==> config.mk <==
export PLATFORM = sky130hd
export DESIGN_NAME = gps_spi_bridge
export DESIGN_NICKNAME = d
export VERILOG_FILES = /design/src/rtl/gps_bridge_pkg.sv /design/src/rtl/spi_tx_mode0.sv /design/src/rtl/gps_spi_bridge.sv
export SDC_FILE = /design/constraint.sdc
export NUM_CORES = 1
export LEC_CHECK = 0
export ABC_CLOCK_PERIOD_IN_PS = 1900
export CORE_MARGIN = 5
export CORE_UTILIZATION = 54
export DETAILED_ROUTE_END_ITERATION = 10
export PLACE_DENSITY = 0.73
export SKIP_CTS_REPAIR_TIMING = 1
export SLEW_MARGIN = 20
export SYNTH_ARGS = -nofsm -noshare
export SYNTH_HDL_FRONTEND = slang
export SYNTH_HIERARCHICAL = 1
export SYNTH_SLANG_ARGS = --single-unit
==> constraint.sdc <==
create_clock -name GPS_CLK_16_368 -period 1.9 [get_ports GPS_CLK_16_368]
set_input_delay 0.38 -clock GPS_CLK_16_368 [delete_from_list [all_inputs] [get_ports GPS_CLK_16_368]]
set_output_delay 0.38 -clock GPS_CLK_16_368 [all_outputs]
set_load 0.01 [all_outputs]
==> src/rtl/gps_bridge_pkg.sv <==
// Shared widths, the SPI transmitter state type and sample packing for the GPS-to-MCU bridge.
// The front end delivers 2-bit I and 2-bit Q per clock; four samples make one SPI word.
package gps_bridge_pkg;

    localparam int unsigned SAMPLE_W         = 4;
    localparam int unsigned SAMPLES_PER_WORD = 4;
    localparam int unsigned WORD_W           = SAMPLE_W * SAMPLES_PER_WORD;
    localparam int unsigned SHIFT_CYCLES     = 2 * WORD_W;

    typedef enum logic [1:0] {
        StIdle,
        StShift,
        StGap
    } spi_state_e;

    // Sample nibble is {I sign, I mag, Q sign, Q mag}.
    function automatic logic [SAMPLE_W-1:0] pack_sample(input logic i1, input logic i0,
                                                        input logic q1, input logic q0);
        return {i1, i0, q1, q0};
    endfunction

endpackage

==> src/rtl/spi_tx_mode0.sv <==
// Write-only SPI mode-0 transmitter: shifts one word MSB-first at clk/2, then holds SS high
// for GAP cycles before accepting the next word.
module spi_tx_mode0
    import gps_bridge_pkg::*;
#(
    parameter int unsigned GAP = 8
) (
    input  logic              clk,
    input  logic              rst,
    input  logic [WORD_W-1:0] word,
    input  logic              valid,
    output logic              sck,
    output logic              ss,
    output logic              mosi,
    output logic              ready
);

    localparam int unsigned GAP_W     = $clog2(GAP + 1);
    localparam int unsigned BIT_CNT_W = $clog2(SHIFT_CYCLES);

    spi_state_e           state_q;
    logic [BIT_CNT_W-1:0] bit_cnt_q;
    logic [GAP_W-1:0]     gap_cnt_q;
    // Holds only the bits not yet on MOSI; the MSB goes straight out at load time.
    logic [WORD_W-2:0]    tx_q;

    // The last gap cycle doubles as the idle check, so back-to-back frames have no idle dwell.
    always_comb begin
        ready = 1'b0;
        if (state_q == StIdle) begin
            ready = 1'b1;
        end else if (state_q == StGap && gap_cnt_q == GAP_W'(GAP)) begin
            ready = 1'b1;
        end
    end

    always_ff @(posedge clk) begin
        if (rst) begin
            state_q   <= StIdle;
            bit_cnt_q <= '0;
            gap_cnt_q <= '0;
            tx_q      <= '0;
            sck       <= 1'b0;
            ss        <= 1'b1;
            mosi      <= 1'b0;
        end else begin
            unique case (state_q)
                StIdle, StGap: begin
                    if (ready) begin
                        if (valid) begin
                            state_q   <= StShift;
                            bit_cnt_q <= '0;
                            tx_q      <= word[WORD_W-2:0];
                            ss        <= 1'b0;
                            sck       <= 1'b0;
                            mosi      <= word[WORD_W-1];
                        end else begin
                            state_q <= StIdle;
                        end
                    end else begin
                        gap_cnt_q <= gap_cnt_q + 1'b1;
                    end
                end
                StShift: begin
                    if (bit_cnt_q == BIT_CNT_W'(SHIFT_CYCLES - 1)) begin
                        state_q   <= StGap;
                        gap_cnt_q <= GAP_W'(1);
                        ss        <= 1'b1;
                        sck       <= 1'b0;
                        mosi      <= 1'b0;
                    end else begin
                        bit_cnt_q <= bit_cnt_q + 1'b1;
                        if (!bit_cnt_q[0]) begin
                            sck <= 1'b1;
                        end else begin
                            // Falling SCK edge: present the next bit while SCK is low.
                            sck  <= 1'b0;
                            mosi <= tx_q[WORD_W-2];
                            tx_q <= {tx_q[WORD_W-3:0], 1'b0};
                        end
                    end
                end
                default: begin
                    state_q <= StIdle;
                    ss      <= 1'b1;
                    sck     <= 1'b0;
                    mosi    <= 1'b0;
                end
            endcase
        end
    end

endmodule

==> src/rtl/gps_spi_bridge.sv <==
// GPS front-end to MCU bridge: decimates 4-bit I/Q samples, packs four per 16-bit word and
// streams each word over write-only SPI mode 0. Also forwards the front-end clock.
module gps_spi_bridge
    import gps_bridge_pkg::*;
#(
    parameter int unsigned DECIM = 10,
    parameter int unsigned GAP   = 8
) (
    input  logic GPS_CLK_16_368,
    input  logic RESET,
    input  logic GPS_I0,
    input  logic GPS_I1,
    input  logic GPS_Q0,
    input  logic GPS_Q1,
    output logic MCU_SCK,
    output logic MCU_SS,
    output logic MCU_MOSI,
    output logic GPS_CLK_16_OUT
);

    localparam int unsigned DCNT_W = (DECIM > 1) ? $clog2(DECIM) : 1;
    localparam int unsigned PCNT_W = $clog2(SAMPLES_PER_WORD);

    logic                clk;
    logic [DCNT_W-1:0]   dcnt_q;
    logic [PCNT_W-1:0]   pack_cnt_q;
    logic [WORD_W-1:0]   pack_q;
    logic                word_done_q;
    logic [WORD_W-1:0]   hold_q;
    logic                hold_valid_q;
    logic                tx_ready;
    logic                capture;
    logic [SAMPLE_W-1:0] sample;

    assign clk            = GPS_CLK_16_368;
    assign GPS_CLK_16_OUT = GPS_CLK_16_368;

    assign capture = (dcnt_q == '0);
    assign sample  = pack_sample(GPS_I1, GPS_I0, GPS_Q1, GPS_Q0);

    always_ff @(posedge clk) begin
        if (RESET) begin
            dcnt_q       <= '0;
            pack_cnt_q   <= '0;
            pack_q       <= '0;
            word_done_q  <= 1'b0;
            hold_q       <= '0;
            hold_valid_q <= 1'b0;
        end else begin
            dcnt_q      <= (dcnt_q == DCNT_W'(DECIM - 1)) ? '0 : dcnt_q + 1'b1;
            word_done_q <= 1'b0;

            if (capture) begin
                pack_q     <= {pack_q[WORD_W-SAMPLE_W-1:0], sample};
                pack_cnt_q <= pack_cnt_q + 1'b1;
                if (pack_cnt_q == PCNT_W'(SAMPLES_PER_WORD - 1)) begin
                    word_done_q <= 1'b1;
                end
            end

            // A full holding register keeps the older word; the transmitter taking it this
            // cycle frees the slot for the new one.
            if (word_done_q && (!hold_valid_q || tx_ready)) begin
                hold_q       <= pack_q;
                hold_valid_q <= 1'b1;
            end else if (tx_ready) begin
                hold_valid_q <= 1'b0;
            end
        end
    end

    spi_tx_mode0 #(
        .GAP (GAP)
    ) u_spi_tx (
        .clk   (clk),
        .rst   (RESET),
        .word  (hold_q),
        .valid (hold_valid_q),
        .sck   (MCU_SCK),
        .ss    (MCU_SS),
        .mosi  (MCU_MOSI),
        .ready (tx_ready)
    );

endmodule

Word-level counts from Yosys, hierarchy flattened
Index checks and enable logic that the tools add are counted.
{"block": "word_totals", "input_bits": 6, "output_inout_bits": 4, "wordCells": 82, "ff_bits": 69}
{"block": "op_classes", "bitwise": 1, "n_mux": 33, "n_addsub": 4, "n_eq_ne": 13, "n_reduce_logical": 18}
{"operator": "$mux W15", "n": 4}
{"operator": "$pmux W15 S2", "n": 1}
{"operator": "$mux W1", "n": 15}
{"operator": "$mux W5", "n": 3}
{"operator": "$pmux W5 S2", "n": 1}
{"operator": "$reduce_and A3 Y1", "n": 3}
{"operator": "$add A4 B1 Y4 const B", "n": 2}
{"operator": "$eq A4 B4 Y1 const B", "n": 2}
{"operator": "$mux W4", "n": 2}
{"operator": "$ne A2 B2 Y1 const B", "n": 4}
{"operator": "$pmux W4 S2", "n": 1}
{"operator": "$pmux W1 S2", "n": 3}
{"operator": "$reduce_or A2 Y1", "n": 3}
{"operator": "$add A5 B1 Y5 const B", "n": 1}
{"operator": "$eq A5 B5 Y1 const B", "n": 1}
{"operator": "$reduce_and A5 Y1", "n": 1}
{"operator": "$eq A2 B2 Y1 const B", "n": 2}
{"operator": "$logic_not A4 Y1", "n": 1}
{"operator": "$mux W2", "n": 2}
{"operator": "$ne A2 B1 Y1 const B", "n": 2}
{"operator": "$pmux W2 S2", "n": 1}
{"operator": "$reduce_and A2 Y1", "n": 2}
{"operator": "$reduce_and A4 Y1", "n": 1}
{"operator": "$reduce_bool A2 Y1", "n": 2}
{"operator": "other kinds (8)", "n": 9}

Depth between registers and ports, before layout
Gate-level depths: netlist of run 1.
{"block": "logic_depth", "depth_word": 7, "ltp_mapped": 8, "mapped_depth_nobuf": 7}

By module
Netlist of run 1, hierarchy kept.
{"mod": "gps_spi_bridge", "seq_area_each_um2": 800.8, "area_each_um2": 1619.1, "instances": 1, "cells_each": 164}
{"mod": "spi_tx_mode0", "seq_area_each_um2": 580.6, "area_each_um2": 1433.9, "instances": 1, "cells_each": 172}

==> flow_metrics.env, run 1 <==
export IMPL_first_iter_violations=177
export IMPL_cp_slowest_stage_delay_ns=0.34
export IMPL_synth_edf_count=0
export IMPL_critical_path_max_fanout=7
export IMPL_p_per_area_nw_per_um2=872.9
export IMPL_synthCells=336
export IMPL_synth_xor_area_frac=0.008607
export IMPL_async_flop_share=0
export IMPL_synth_main_ff_cell="dfxtp_1"
export IMPL_grt_pass1_wl_um=10160
export IMPL_skew_ns=0.006201
export IMPL_viasPerCell=5.439
export IMPL_cp_common_cell="ha_4"
export IMPL_place_gp_congestion=0.8170
export IMPL_run_status="finished, violations left"
export IMPL_dieArea_sq_um=7257
export IMPL_finalSetupTns_ns=-0.01441
export IMPL_synth_top_area_share=0.4525
export IMPL_rows=27
export IMPL_fmax_mhz=524.0
export IMPL_synthAdderAreaFrac=0.03689
export IMPL_dr_wl_met2_um=2934
export IMPL_grt_max_degree=30
export IMPL_cp_slowest_cell="dfxtp_2"
export IMPL_drtPass1Iterations=4
export IMPL_fin_nets=374
export IMPL_crit_required_ns=2.22
export IMPL_fin_crit_ns=1.909
export IMPL_ant_nets=0
export IMPL_wirelength_um=6168
export IMPL_slew_headroom=0.7531
export IMPL_core_area_sq_um=5507
export IMPL_cts_tree="built"
export IMPL_reg2regPathDepth=8
export IMPL_rsz0062_at_grt="yes"
export IMPL_drt_met1_wl_um=2875
export IMPL_synth_nets=351
export IMPL_synth_area_sq_um=3053
export IMPL_clk_latency_ns=0.45
export IMPL_grt_pass1_vias=2278
export IMPL_maxCapViolations=0
export IMPL_overflow=0
export IMPL_synth_top_family_by_area="simple AND/OR/NAND/NOR gates"
export IMPL_p_leak_nw=1.285
export IMPL_synthSimpleGateAreaFrac=0.2377
export IMPL_min_path_type="input port to register"
export IMPL_initial_utilization=0.5544
export IMPL_min_period_over_period=1.004
export IMPL_yosys_warnings=6
export IMPL_cp_end_kind="register"
export IMPL_dp_cells=410
export IMPL_antenna_cells=0
export IMPL_synth_mux_area_frac=0.05615
export IMPL_highest_layer="met4"
export IMPL_final_common_cell="dfxtp_1"
export IMPL_worstPathCellList="ha_4 -> and3_4 -> ha_4 -> nand4bb_1 -> a22oi_2 -> buf_4 -> clkbuf_16 -> a311oi_1"
export IMPL_violations="negative setup slack"
export IMPL_worst_slack_ns=-0.008542
export IMPL_finalHoldViolCount=0
export IMPL_regToRegSetupSlack_ns=-0.009
export IMPL_top_level_ports=10
export IMPL_drive_gt1_frac=0.2066
export IMPL_vias=2366
export IMPL_portBuffers=9
export IMPL_dieWidth_um=85.19
export IMPL_antenna_found_initial=0
export IMPL_area_delta_synth_final_pct=19.55
export IMPL_setup_violations=2
export IMPL_mostFrequentLayoutCells="67 x dfxtp_1, 57 x nand2_1, 26 x nand2b_1"
export IMPL_peakVddDrop_mv=0.7182
export IMPL_slew_viol_final=0
export IMPL_globalRouteTotalUtil=0.1738
export IMPL_wl_met3_um=254
export IMPL_syn_avg_cell_area_sq_um=9.086
export IMPL_drc=0
export IMPL_arrival_ns=2.23
export IMPL_fin_cells=435
export IMPL_ys_types=45
export IMPL_clkSlewWorstSetupHoldPaths_ns=0.07
export IMPL_holdPathStages=3
export IMPL_tightest_slew_ns=0.3675
export IMPL_synth_compound_area_share=0.1512
export IMPL_start_kind="register"
export IMPL_synth_seq_area_share=0.4525
export IMPL_wire_per_inst_um=14.18
export IMPL_fillCellCount=442
export IMPL_die_h_um=85.19
export IMPL_synth_seq_cells=69
export IMPL_dp_hpwl_um=3923
export IMPL_path_class="register to register"
export IMPL_ys_top_cells_by_area="dfxtp_1 45%, nand2_1 7.0%, nand2b_1 5.5%"
export IMPL_yosys_area_top_type="dfxtp_1"
## registers in the layout, summed over array words and instances (netlist names)
signal and cells:
hold_q 16, pack_q 16, u_spi_tx/tx_q 15, u_spi_tx/bit_cnt_q 5, dcnt_q 4, u_spi_tx/gap_cnt_q 4, pack_cnt_q 2, u_spi_tx/state_q 2
hold_valid_q 1, u_spi_tx/mosi 1, u_spi_tx/sck 1, u_spi_tx/ss 1, word_done_q 1
## kinds of logic (layout without fill, tap and decap cells)
| logic type | count (synthesis) | after routing |
|---|---|---|
| AOI/OAI and AO/OA | 63 | 63 |
| xor gates and xnor gates | 3 | 3 |
| adders and majority gates | 9 | 9 |
| buffers and inverters | 30 | 57 |
| DFF | 69 | 69 |
| muxes | 17 | 17 |
| and+or+nand+nor | 145 | 145 |
## synth_stat cells, types with 2 or more instances
cell / instances
nand3_1: 13
nand2_1: 57
nor3_1: 4
a21oi_1: 26
a21bo_2: 3
buf_4: 5
nand4_1: 3
o21ai_0: 4
buf_6: 5
ha_1: 9
nor2_1: 25
buf_2: 4
nand2b_1: 27
inv_1: 8
nand3b_1: 2
a311oi_2: 3
o21a_1: 2
a31oi_1: 2
a21bo_1: 3
a311oi_1: 11
dfxtp_1: 69
clkbuf_1: 8
a21oi_2: 4
xor2_1: 2
mux2i_1: 16
nor3b_1: 2
## stage by stage
| stage | power, W | cell area [sq um] | hold slack [ns] | setup WS [ns] | util |
|---|---|---|---|---|---|
| CTS | 0.003216 | 3463 | 0.3574 | -0.1282 | 0.6289 |
| floorplan | 0.001726 | 3053 | 0.4323 | 0.08218 | - |
| global placement | 0.001773 | 3209 | 0.4451 | 0.05236 | 0.5828 |
| finish | 0.003186 | 3650 | 0.3579 | -0.008542 | 0.6628 |
| global route | 0.003341 | 3650 | 0.3632 | -0.05939 | 0.6628 |
| detailed placement | 0.001776 | 3209 | 0.4505 | -0.06462 | 0.5828 |
## path summary, 6_finish.rpt
check,from,to
min,RESET,u_spi_tx/tx_q[0]$_SDFFE_PP0P_
max,u_spi_tx/bit_cnt_q[1]$_SDFFE_PP0P_,u_spi_tx/tx_q[9]$_SDFFE_PP0P_
min reg2reg,pack_q[0]$_SDFFE_PP0N_,pack_q[0]$_SDFFE_PP0N_
max reg2reg,u_spi_tx/bit_cnt_q[1]$_SDFFE_PP0P_,u_spi_tx/tx_q[9]$_SDFFE_PP0P_
## per-layer routing
metal  GRT usage  up-vias
met5           0        -
met4     0.09353        0
met3     0.04660       11
met2      0.2655       46
met1      0.2230     1105
li1            -     1204
## worst max-delay path: cells and delay by family, from the launching register on
family                     cells  cell delay, ns
adders and majority gates      2            0.31
buffers and inverters          2            0.36
and+or+nand+nor                2            0.37
DFF                            1            0.34
AOI/OAI and AO/OA              2            0.40
## where the power goes
| group | internal (W) | leakage (nW) | switching (W) | total, W |
|---|---|---|---|---|
| sequential | 0.00148 | 0.559 | 0.0000234 | 0.00150 |
| clock | 0.000894 | 0.136 | 0.000596 | 0.00149 |
| combinational | 0.0000869 | 0.591 | 0.000105 | 0.000192 |
## area by class of cell
cell class | instances | area, sq um | area share
Tap cell | 72 | 90.09 | 0.02468
Timing Repair Buffer | 30 | 291.5 | 0.07988
Inverter | 8 | 30.03 | 0.008228
Clock inverter | 6 | 88.84 | 0.02434
Multi-Input combinational cell | 237 | 1588 | 0.4350
Clock buffer | 13 | 177.7 | 0.04868
Sequential cell | 69 | 1384 | 0.3792
Note: power is estimated with default switching activity, not from simulation.
==> run 2: changes to the inputs <==
--- a/config.mk
+++ b/config.mk
@@ -6,13 +6,13 @@
 export NUM_CORES = 1
 export LEC_CHECK = 0
 export ABC_CLOCK_PERIOD_IN_PS = 1900
+export CAP_MARGIN = 20
 export CORE_MARGIN = 5
-export CORE_UTILIZATION = 54
+export CORE_UTILIZATION = 28
 export DETAILED_ROUTE_END_ITERATION = 10
-export PLACE_DENSITY = 0.73
+export PLACE_DENSITY = 0.43
 export SKIP_CTS_REPAIR_TIMING = 1
 export SLEW_MARGIN = 20
 export SYNTH_ARGS = -nofsm -noshare
 export SYNTH_HDL_FRONTEND = slang
-export SYNTH_HIERARCHICAL = 1
 export SYNTH_SLANG_ARGS = --single-unit
==> run 2 against run 1 <==
The run now ends clean. Global-route usage decreased by 6.6 points. Combinational power decreased by 10%. Worst hold slack about the same. Synthesized cell count unchanged. Maximum frequency rose by 6.3%. Non-clock buffer count is 3 lower. Routed wire length rose by 6.1%. Power increased by 4.1%. Largest cell class unchanged. Design area shrank 1.4%. Clock-buffer cell count did not move.
==> flow_metrics.env, run 2 <==
export IMPL_setup_violations=0
export IMPL_arrival_ns=2.15
export IMPL_p_leak_nw=1.363
export IMPL_grt_max_degree=24
export IMPL_antenna_found_initial=0
export IMPL_vias=2332
export IMPL_wirelength_um=6545
export IMPL_rsz0062_at_grt="no"
export IMPL_top_level_ports=10
export IMPL_drc=0
export IMPL_dieWidth_um=113.3
export IMPL_fin_util=0.3469
export IMPL_maxCapViolations=0
export IMPL_die_h_um=113.3
export IMPL_ys_top_cells_by_area="dfxtp_1 46%, nand2_1 8.5%, mux2i_1 5.7%"
export IMPL_start_kind="register"
export IMPL_dieArea_sq_um=12830
export IMPL_grt_pass1_vias=2279
export IMPL_synth_top_area_share=0.4627
export IMPL_run_status="finished clean"
export IMPL_worstPathCellList="ha_2 -> and3_4 -> ha_4 -> nand3b_1 -> a21oi_2 -> buf_6 -> nor3_1 -> a311oi_2"
export IMPL_yosys_area_top_type="dfxtp_1"
export IMPL_area_delta_synth_final_pct=20.49
export IMPL_clkSlewWorstSetupHoldPaths_ns=0.08
export IMPL_clk_latency_ns=0.44
export IMPL_initial_utilization=0.2879
export IMPL_syn_avg_cell_area_sq_um=8.885
export IMPL_fin_nets=370
export IMPL_use_met3=0.02246
export IMPL_antenna_cells=0
export IMPL_overflow=0
export IMPL_slew_headroom=0.5495
export IMPL_synth_nets=350
export IMPL_critical_path_max_fanout=14
export IMPL_final_common_cell="nand2_1"
export IMPL_min_period_over_period=0.9449
export IMPL_wire_per_inst_um=13.20
export IMPL_fin_crit_ns=1.795
export IMPL_holdPathStages=2
export IMPL_rows=37
export IMPL_reg2regPathDepth=8
export IMPL_critPathBufInv=1
export IMPL_min_path_type="input port to register"
export IMPL_synth_edf_count=0
export IMPL_use_met2=0.1548
export IMPL_tightest_slew_ns=0.6758
export IMPL_largestRegisters="hold_q: 16 flops, pack_q: 16 flops, u_spi_tx.tx_q: 15 flops"
export IMPL_synth_area_sq_um=2985
export IMPL_synth_main_ff_cell="dfxtp_1"
export IMPL_drive_gt1_frac=0.1722
export IMPL_peakVddDrop_mv=0.4538
export IMPL_dp_cells=478
export IMPL_busiest_layer="met2"
export IMPL_path_class="register to register"
export IMPL_ant_nets=0
export IMPL_synthCells=336
export IMPL_synth_most_common_cell="dfxtp_1"
export IMPL_cts_tree="built"
export IMPL_grt_pass1_wl_um=10920
export IMPL_dp_hpwl_um=4296
export IMPL_place_gp_congestion=0.7064
export IMPL_cp_slowest_cell="dfxtp_2"
export IMPL_slew_viol_final=0
export IMPL_p_per_area_nw_per_um2=922.2
export IMPL_ys_types=45
export IMPL_cp_end_kind="register"
export IMPL_drtPass1Iterations=4
export IMPL_first_iter_violations=114
export IMPL_core_area_sq_um=10370
export IMPL_skew_ns=0.007376
export IMPL_cp_top_family="simple AND/OR/NAND/NOR gates"
export IMPL_crit_required_ns=2.25
export IMPL_synth_seq_cells=69
export IMPL_yosys_warnings=0
export IMPL_power_w=0.003317
export IMPL_synth_common_cells="69 x dfxtp_1, 68 x nand2_1, 34 x nor2_1"
export IMPL_synth_seq_area_share=0.4627
export IMPL_met1_usage=0.1451
export IMPL_crit_cells=8
export IMPL_viasPerCell=4.702
export IMPL_cp_slowest_stage_delay_ns=0.34
export IMPL_fmax_mhz=557.0
export IMPL_fin_cells=496
export IMPL_globalRouteTotalUtil=0.1079
export IMPL_portBuffers=9
export IMPL_mostFrequentLayoutCells="68 x nand2_1, 67 x dfxtp_1, 34 x nor2_1"
export IMPL_async_flop_share=0
export IMPL_finalHoldViolCount=0
==> run 2: cell count changes after synthesis, sizes merged, moves of 6 or more <==
cell and delta:
nand3 -9, nor2 +11, a21bo -6, nand2 +11, nor3 +14, nand2b -22
==> run 2: logic make-up (layout without fill, tap and decap cells) <==
logic type | after synthesis | count (layout) | synth area share
and+or+nand+nor | 151 | 151 | 0.2334
DFF | 69 | 69 | 0.4627
AOI/OAI and AO/OA | 61 | 61 | 0.1580
buffers and inverters | 28 | 52 | 0.04945
muxes | 17 | 17 | 0.05700
adders and majority gates | 8 | 8 | 0.03353
xor gates and xnor gates | 2 | 2 | 0.005869
==> run 2: layout make-up <==
cell class,instances,area [sq um]
clock inverter,6,112.6
multi-input combinational,239,1489
fill,1104,6773
tap,136,170.2
clock buffer,13,177.7
sequential,69,1384
inverter,6,22.52
timing repair buffer,27,241.5
==> run 2: worst paths after layout <==
check                                     start                       endpoint  slack, ns
max reg2reg  u_spi_tx.bit_cnt_q[1]$_SDFFE_PP0P_  u_spi_tx.tx_q[2]$_SDFFE_PP0P_       0.10
min reg2reg             pack_q[15]$_SDFFE_PP0N_        pack_q[15]$_SDFFE_PP0N_       0.46
min                                       RESET        hold_q[15]$_SDFFE_PP0P_       0.36
max          u_spi_tx.bit_cnt_q[1]$_SDFFE_PP0P_  u_spi_tx.tx_q[2]$_SDFFE_PP0P_       0.10
==> run 2: layer usage <==
metal,up-vias,wire (um)
li1,1196,-
met1,1096,3466
met2,33,2773
met3,7,171
met4,0,135
met5,-,0
==> run 2: per-stage QoR <==
step	hold slack [ns]	setup WS (ns)	cell area [sq um]	TNS (ns)
after floorplan	0.4287	0.005268	2994	0
after global placement	0.4470	0.09550	3276	0
after detailed placement	0.4487	0.03993	3276	0
after CTS	0.3361	-0.1314	3553	-0.1314
after global routing	0.3587	0.01083	3597	0
final	0.3579	0.1047	3597	0
==> run 2: report_power, final <==
part | internal, W | switching, W | leakage [nW]
registers | 0.00148 | 0.0000269 | 0.559
logic | 0.0000661 | 0.000106 | 0.650
clock network | 0.00103 | 0.000608 | 0.154
==> run 3: changes to the inputs <==
--- a/config.mk
+++ b/config.mk
@@ -12,6 +12,7 @@
 export DETAILED_ROUTE_END_ITERATION = 10
 export PLACE_DENSITY = 0.43
 export SKIP_CTS_REPAIR_TIMING = 1
+export SKIP_LAST_GASP = 1
 export SLEW_MARGIN = 20
 export SYNTH_ARGS = -nofsm -noshare
 export SYNTH_HDL_FRONTEND = slang
==> results of run 3 <==
Final layout, timing and power as in run 2 (identical DEF).
